[src/rtl/sprite_pkg.sv]
// Shared sprite geometry and loader FSM state encoding.
// Also used by the display-side address generator.
package sprite_pkg;

    localparam int DIM_LOG2_DEF = 6;
    localparam int ADDR_W_DEF   = 2 * DIM_LOG2_DEF;

    typedef enum logic [1:0] {
        IDLE,
        WAIT_BLANK,
        LOAD,
        DONE
    } state_t;

endpackage

[src/rtl/sprite_raster_counter.sv]
// Raster-order col/row counter for one sprite.
// The last flag marks the final pixel of the sprite.
module sprite_raster_counter #(
    parameter int DIM_LOG2 = 6
) (
    input  logic                clk,
    input  logic                rst_n,
    input  logic                clr,
    input  logic                inc,
    output logic [DIM_LOG2-1:0] row,
    output logic [DIM_LOG2-1:0] col,
    output logic                last
);

    always_ff @(posedge clk or negedge rst_n) begin
        if (!rst_n) begin
            row <= '0;
            col <= '0;
        end else if (clr) begin
            row <= '0;
            col <= '0;
        end else if (inc) begin
            col <= col + 1'b1;
            if (&col) begin
                row <= row + 1'b1;
            end
        end
    end

    assign last = (&row) & (&col);

endmodule

[src/rtl/sprite_loader.sv]
// Streams one raster-ordered sprite into sprite memory,
// writing only while the display is in vertical blanking.
module sprite_loader
    import sprite_pkg::*;
#(
    parameter int PIXEL_W  = 8,
    parameter int DIM_LOG2 = DIM_LOG2_DEF
) (
    input  logic                  clk,
    input  logic                  rst_n,
    input  logic                  start,
    input  logic                  abort,
    input  logic                  frame_blank,
    input  logic [PIXEL_W-1:0]    pix_data,
    input  logic                  pix_valid,
    output logic                  pix_ready,
    output logic                  we,
    output logic [2*DIM_LOG2-1:0] waddr,
    output logic [PIXEL_W-1:0]    wdata,
    output logic                  busy,
    output logic                  done
);

    state_t state;
    state_t state_next;

    logic [DIM_LOG2-1:0] row;
    logic [DIM_LOG2-1:0] col;
    logic                last;
    logic                xfer;
    logic                cnt_clr;

    assign xfer    = pix_valid & pix_ready;
    assign cnt_clr = (state == IDLE);

    sprite_raster_counter #(
        .DIM_LOG2(DIM_LOG2)
    ) u_cnt (
        .clk  (clk),
        .rst_n(rst_n),
        .clr  (cnt_clr),
        .inc  (xfer),
        .row  (row),
        .col  (col),
        .last (last)
    );

    always_ff @(posedge clk or negedge rst_n) begin
        if (!rst_n) begin
            state <= IDLE;
        end else begin
            state <= state_next;
        end
    end

    always_comb begin
        state_next = state;
        unique case (state)
            IDLE: begin
                if (start && !abort) begin
                    state_next = WAIT_BLANK;
                end
            end
            WAIT_BLANK: begin
                if (abort) begin
                    state_next = IDLE;
                end else if (frame_blank) begin
                    state_next = LOAD;
                end
            end
            LOAD: begin
                if (abort) begin
                    state_next = IDLE;
                end else if (xfer && last) begin
                    state_next = DONE;
                end
            end
            DONE: begin
                state_next = IDLE;
            end
            default: begin
                state_next = IDLE;
            end
        endcase
    end

    // Abort gates ready so a pixel offered in the abort cycle is never taken.
    always_comb begin
        pix_ready = 1'b0;
        busy      = 1'b1;
        done      = 1'b0;
        unique case (state)
            IDLE: begin
                busy = 1'b0;
            end
            WAIT_BLANK: begin
            end
            LOAD: begin
                pix_ready = frame_blank & ~abort;
            end
            DONE: begin
                done = 1'b1;
            end
            default: begin
                busy = 1'b0;
            end
        endcase
    end

    always_ff @(posedge clk or negedge rst_n) begin
        if (!rst_n) begin
            we    <= 1'b0;
            waddr <= '0;
            wdata <= '0;
        end else begin
            we <= xfer;
            if (xfer) begin
                waddr <= {row, col};
                wdata <= pix_data;
            end
        end
    end

endmodule

[config.mk]
export PLATFORM = sky130hd
export DESIGN_NAME = sprite_loader
export DESIGN_NICKNAME = d
export VERILOG_FILES = /design/src/rtl/sprite_pkg.sv /design/src/rtl/sprite_raster_counter.sv /design/src/rtl/sprite_loader.sv
export SDC_FILE = /design/constraint.sdc
export NUM_CORES = 1
export LEC_CHECK = 0
export BUFFER_PORTS_ARGS = -buffer_cell sky130_fd_sc_hd__buf_4
export CAP_MARGIN = 5
export CORE_UTILIZATION = 47
export DETAILED_ROUTE_END_ITERATION = 8
export GPL_TIMING_DRIVEN = 0
export PLACE_DENSITY_LB_ADDON = 0.3
export SLEW_MARGIN = 20
export SYNTH_ARGS = -nofsm -noshare
export SYNTH_HDL_FRONTEND = slang
export SYNTH_HIERARCHICAL = 1
export SYNTH_SLANG_ARGS = --single-unit
[constraint.sdc]
create_clock -name clk -period 1.9 [get_ports clk]
set_clock_uncertainty 0.05 [all_clocks]
set_input_delay 0.38 -clock clk [delete_from_list [all_inputs] [get_ports clk]]
set_output_delay 0.38 -clock clk [all_outputs]
set_load 0.05 [all_outputs]
==> metrics.cfg, run 1 <==
[power_and_ir_drop]
p_seq_share_pct = 38.6
switchingPower_uw = 881
switching_share_pct = 37.3
ir_drop_mv = 0.806
power_frac_comb_pct = 37.3
clock_power_share_pct = 24.0
intPower_uw = 1480
power.density_nw_per_um2 = 1090
total_leakage_power_uw = 0.00109

[setup_path]
worstPathMaxFanout = 7
critPathLaunchType = register
critPathKind = register to register
cp.required_ns = 2.12
crit_arrival_ns = 2.17
cp-end-kind = register

[final_layout]
fillers = 238
antennaDiodeCount = 0
stdcell_count = 220
mostFrequentLayoutCells = 47 x buf_4, 35 x dfrtp_1, 19 x mux2_4
fin_nets = 191
fin_area_um2 = 2160
mostFrequentLayoutCell = buf_4
drive_above_1_share_pct = 53.4
area_growth_pct = 36.4

[die]
dieArea_um2 = 3610
coreArea_um2 = 3130
initial_core_util_pct = 50.7
top_level_ports = 38
rows = 20
die_w_um = 60.1
die-height_um = 60.1

[timing]
fmax_mhz = 513
finalSetupViolations = 1
rsz0062_at_grt = true
relSlewSlack_pct = 66.1
fin_crit_sh_pct = 103
hold_viol = 0
slew_violations = 0
period_minus_slack_ns = 1.95
worstMarginPinSlew_ns = 0.509
finalWorstSetupSlack_ns = -0.0500

[clock_tree]
cts_buffer_depth = 2
htreeDepth = 2
cts-root-buf = clkbuf_4
cts_made_buffers = 5
clk_pin_slew_worst_paths_ns = 0.10
cts_tree = built
worstSkewPairLatency_ns = 0.34
cts_sinks = 35

[place]
dp.cells = 201
dpl_cell_area_um2 = 1950
place_hpwl_um = 2270
port_buffers = 37
gp_congestion = 0.753

[grt]
grt_max_degree = 36
grtUsageTotal_pct = 21.1
grt_pass1_vias = 1232
overflow = 0
grt_pass1_wl_um = 5400
antenna_found_initial = 0

[detailed_routing]
drtIter0Drc = 55
final_antenna_net_count = 0
drc = 0
num_vias = 1177
drt_wl_total_um = 3440
viasPerCell = 5.35
firstDrtPassIters = 4
routedWlPerCell_um = 15.6

[logic_synthesis]
ys_seq_area_share_pct = 55.2
syn_inst = 120
netlist.area_leader.share_pct = 55.2
ys_types = 29
syn-cell-area_um2 = 1590
ys_top_cells_by_area = dfrtp_1 55%, mux2_4 18%, a21oi_1 2.5%
avgSynthCellArea_um2 = 13.2
yosys_warnings = 6
synth_seq_cells = 35
yosys.area.top_type = dfrtp_1
synth_nets = 136

[job]
maxCapViolations = 0

[min_path]
min_path_type = input pin to register

[outcome]
status = finished, violations left
violations = setup timing

-- repair_timing --
action                                 in CTS  in global routing
endpoints found under the hold margin      35                  0
setup endpoints to repair                   5                  7
gates resized for setup                     6                  8
buffers inserted                            7                  4
pin swaps                                   4                  6
hold buffers                                1                  0
-- final cells by class --
| class | count | area (µm²) | area share (%) |
|---|---|---|---|
| sequential | 35 | 876 | 40.5 |
| buffer | 3 | 26.3 | 1.22 |
| tap | 44 | 55.1 | 2.55 |
| multi-input combinational | 77 | 718 | 33.2 |
| clock inverter | 2 | 35.0 | 1.62 |
| timing repair buffer | 49 | 378 | 17.5 |
| clock buffer | 6 | 51.3 | 2.37 |
| inverter | 4 | 22.5 | 1.04 |
-- worst paths after layout --
check | start | to | slack (ns) | cells past startpoint
max reg2reg | state[0]$_DFFE_PN0P_ | u_cnt/row[3]$_DFFE_PN0P_ | -0.05 | 7
min in group asynchronous | rst_n | wdata[5]$_DFFE_PN0N_ | 0.46 | 2
min | abort | state[1]$_DFFE_PN0P_ | 0.18 | 2
min reg2reg | waddr[8]$_DFFE_PN0N_ | waddr[8]$_DFFE_PN0N_ | 0.47 | 1
max | state[0]$_DFFE_PN0P_ | u_cnt/row[3]$_DFFE_PN0P_ | -0.05 | 7
max in group asynchronous | rst_n | state[1]$_DFFE_PN0P_ | 1.03 | 2
-- power groups by stage --
stage / logic, µW / clock network (µW) / registers, µW
finish: 881 / 568 / 912
global route: 923 / 610 / 925
CTS: 876 / 571 / 910
detailed placement: 838 / 0 / 933
global placement: 825 / 0 / 923
floorplan: 280 / 0 / 1230
-- worst max-delay path, stage by stage, from the launching register on --
cell and delay (ns):
dfrtp_1 0.40, and4bb_4 0.36, nand2_4 0.08, inv_8 0.05
nand4_1 0.12, buf_6 0.17, or4_4 0.53, a21oi_2 0.13
-- metal layers --
metal  wire length (µm)  GRT usage, %  vias to the layer above
met1               1390          23.5                      587
met2               1810          36.5                       35
met3                152          4.55                       12
met4                 82          13.0                        0
met5                  0             0                        -
li1                   -             -                      543
-- state kept, by name, indices dropped and copies added, names as in the netlist --
signal / count
state: 2
u_cnt/col: 6
u_cnt/row: 6
waddr: 12
we: 1
wdata: 8
-- stage by stage --
| step | TNS [ns] | util [%] | hold WS, ns | total power (µW) | setup WS, ns |
|---|---|---|---|---|---|
| 3_3_place_gp | -0.582 | 62.2 | 0.296 | 1750 | -0.225 |
| 4_1_cts | -0.107 | 67.7 | 0.178 | 2360 | -0.0755 |
| 6_report | -0.0500 | 69.1 | 0.182 | 2360 | -0.0500 |
| 2_1_floorplan | -0.754 | - | 0.0344 | 1510 | -0.253 |
| 5_1_grt | -0.181 | 69.1 | 0.175 | 2460 | -0.121 |
| 3_5_place_dp | -0.835 | 62.2 | 0.306 | 1770 | -0.264 |
-- Yosys cell counts --
cell type  number
xor2_1          2
nand4_1         4
and4bb_1        1
buf_6           2
ha_1            2
or4_1           4
o31ai_1         4
inv_1           4
o21a_1          1
xnor2_1         2
nand2_2         1
nand2b_1        1
dfrtp_1        35
o21ai_0         3
nor2_1          7
mux2i_1         1
nand3_1         3
mux2_4         19
nor4_1          1
o22a_1          1
mux2_2          2
buf_2           1
and4_2          1
nand4b_1        1
clkbuf_1        1
nand2_1         5
and2_1          1
or3_1           2
a21oi_1         8
-- kinds of logic (layout without fill, tap and decap cells) --
family / count (synthesis) / after routing / synth area share [%]
compound gates: 17 / 17 / 6.39
flops: 35 / 35 / 55.2
simple gates: 32 / 32 / 11.6
buf+inv: 8 / 64 / 2.92
mux: 22 / 22 / 20.0
fa+ha+maj: 2 / 2 / 1.58
xor+xnor: 4 / 4 / 2.21
(Power assumes the default switching activity.)
==> inputs of run 2 (changes only) <==
--- a/config.mk
+++ b/config.mk
@@ -13,2 +13,3 @@
 export PLACE_DENSITY_LB_ADDON = 0.3
+export SKIP_CTS_REPAIR_TIMING = 1
 export SLEW_MARGIN = 20
==> constraint.sdc (replaced) <==
create_clock -name clk -period 1.7 [get_ports clk]
set_clock_uncertainty 0.05 [all_clocks]
set_input_delay 0.17 -clock clk [delete_from_list [all_inputs] [get_ports clk]]
set_output_delay 0.17 -clock clk [all_outputs]
set_load 0.05 [all_outputs]
==> metrics.cfg, run 2 (same netlist as run 1, synthesis figures left out) <==
[grt]
grt_max_degree = 36
grt_pass1_vias = 1120
grt_pass1_wl_um = 5130
met1_usage_pct = 23.1
antenna_found_initial = 0
overflow = 0
grtUsageTotal_pct = 20.2
busiest_layer = met2
grt_use_met3_pct = 6.49
gr-usage-met2_pct = 35.1

[timing]
timing.hold.ws_ns = 0.0108
hold_viol = 0
finalWorstSetupSlack_ns = -0.363
fmax_mhz = 485
finalSetupViolations = 8
worstMarginPinSlew_ns = 0.496
slew_violations = 0
relSlewSlack_pct = 66.9
rsz0062_at_grt = true
period_minus_slack_ns = 2.06
fin_crit_sh_pct = 121

[die]
dieArea_um2 = 3610
top_level_ports = 38
coreArea_um2 = 3130
rows = 20
die-height_um = 60.1
die_w_um = 60.1
initial_core_util_pct = 50.7

[outcome]
status = finished, violations left
violations = setup timing

[detailed_routing]
firstDrtPassIters = 4
routedWlPerCell_um = 15.7
viasPerCell = 5.31
drtIter0Drc = 40
drc = 0
final_antenna_net_count = 0
num_vias = 1205
drt_wl_total_um = 3570

[min_path]
hold_path_depth = 2
min_path_type = input pin to register

[setup_path]
cp.required_ns = 1.92
worstPathMaxFanout = 5
critPathKind = register to register
cp-end-kind = register
rr_worst_depth = 8
crit_arrival_ns = 2.29
critPathLaunchType = register

[power_and_ir_drop]
switchingPower_uw = 967
switching_share_pct = 38.2
total_leakage_power_uw = 0.00111
power.density_nw_per_um2 = 1140
clock_power_share_pct = 20.3
power_frac_comb_pct = 39.2
ir_drop_mv = 0.836
intPower_uw = 1560
p_seq_share_pct = 40.5

[final_layout]
stdcell_count = 227
fin_nets = 198
area_growth_pct = 40.6
drive_above_1_share_pct = 53.0
mostFrequentLayoutCells = 49 x buf_4, 34 x dfrtp_1, 19 x mux2_4
largestRegisters = waddr: 12 flops, wdata: 8 flops
top_register = waddr
largest_register_ffs = 12
fin_area_um2 = 2230
antennaDiodeCount = 0
mostFrequentLayoutCell = buf_4

[clock_tree]
cts_made_buffers = 5
htreeDepth = 2
cts_buffer_depth = 2
cts_sinks = 35
clk_pin_slew_worst_paths_ns = 0.10
cts_tree = built
cts-root-buf = clkbuf_4
worstSkewPairLatency_ns = 0.33

[job]
maxCapViolations = 0

[place]
dp.cells = 201
place_hpwl_um = 2210
gp_congestion = 0.754
port_buffers = 37
dpl_cell_area_um2 = 1950

[run 2: cell types whose count changed in the layout (fill, tap and decap cells not counted), sizes merged]
cell and change:
buf +3, bufinv -1, clkbuf +2, dlygate4sd3 +4, inv -1
[run 2: power groups by stage]
stage	combinational, µW	sequential [µW]	clock [µW]
after floorplan	313	1380	0
after global placement	921	1030	0
after detailed placement	936	1050	0
after CTS	939	1030	524
after global routing	1040	1040	561
final	993	1020	514
[run 2: layout make-up]
class,instances,area (µm²)
Tap cell,44,55.1
Fill cell,232,900
Clock buffer,8,68.8
Inverter,4,27.5
Buffer,4,46.3
Sequential cell,35,877
Timing Repair Buffer,55,429
Multi-Input combinational cell,77,724
[run 2: final timing paths]
path | startpoint | to | slack, ns
max in group asynchronous | rst_n | state[0]$_DFFE_PN0P_ | 1.00
hold reg to reg | waddr[1]$_DFFE_PN0N_ | waddr[1]$_DFFE_PN0N_ | 0.47
min in group asynchronous | rst_n | wdata[5]$_DFFE_PN0N_ | 0.27
setup reg to reg | state[0]$_DFFE_PN0P_ | u_cnt/row[3]$_DFFE_PN0P_ | -0.36
setup / recovery | state[0]$_DFFE_PN0P_ | u_cnt/row[3]$_DFFE_PN0P_ | -0.36
hold / removal | pix_data[3] | wdata[3]$_DFFE_PN0N_ | 0.01
[run 2: worst max-delay path, stage by stage (launching register included)]
cell,delay [ns]
dfrtp_2,0.44
and4bb_4,0.33
nand2_4,0.07
buf_12,0.13
clkinv_8,0.04
nand4_1,0.14
buf_6,0.18
or4_4,0.48
a21oi_2,0.15
[run 2: metrics by stage]
| step | TNS, ns | setup slack, ns | power (µW) | util [%] |
|---|---|---|---|---|
| finish | -1.85 | -0.363 | 2530 | 71.2 |
| global route | -2.40 | -0.416 | 2640 | 71.2 |
| CTS | -2.10 | -0.457 | 2490 | 64.4 |
| detailed placement | -1.83 | -0.397 | 1980 | 62.2 |
| global placement | -1.54 | -0.384 | 1950 | 62.2 |
| floorplan | -2.14 | -0.453 | 1690 | - |
[run 2: metal layers]
layer	vias to the layer above	part of all wire (%)
met5	-	0
met4	0	1.3
met3	6	4.6
met2	42	55
met1	605	39
li1	552	-
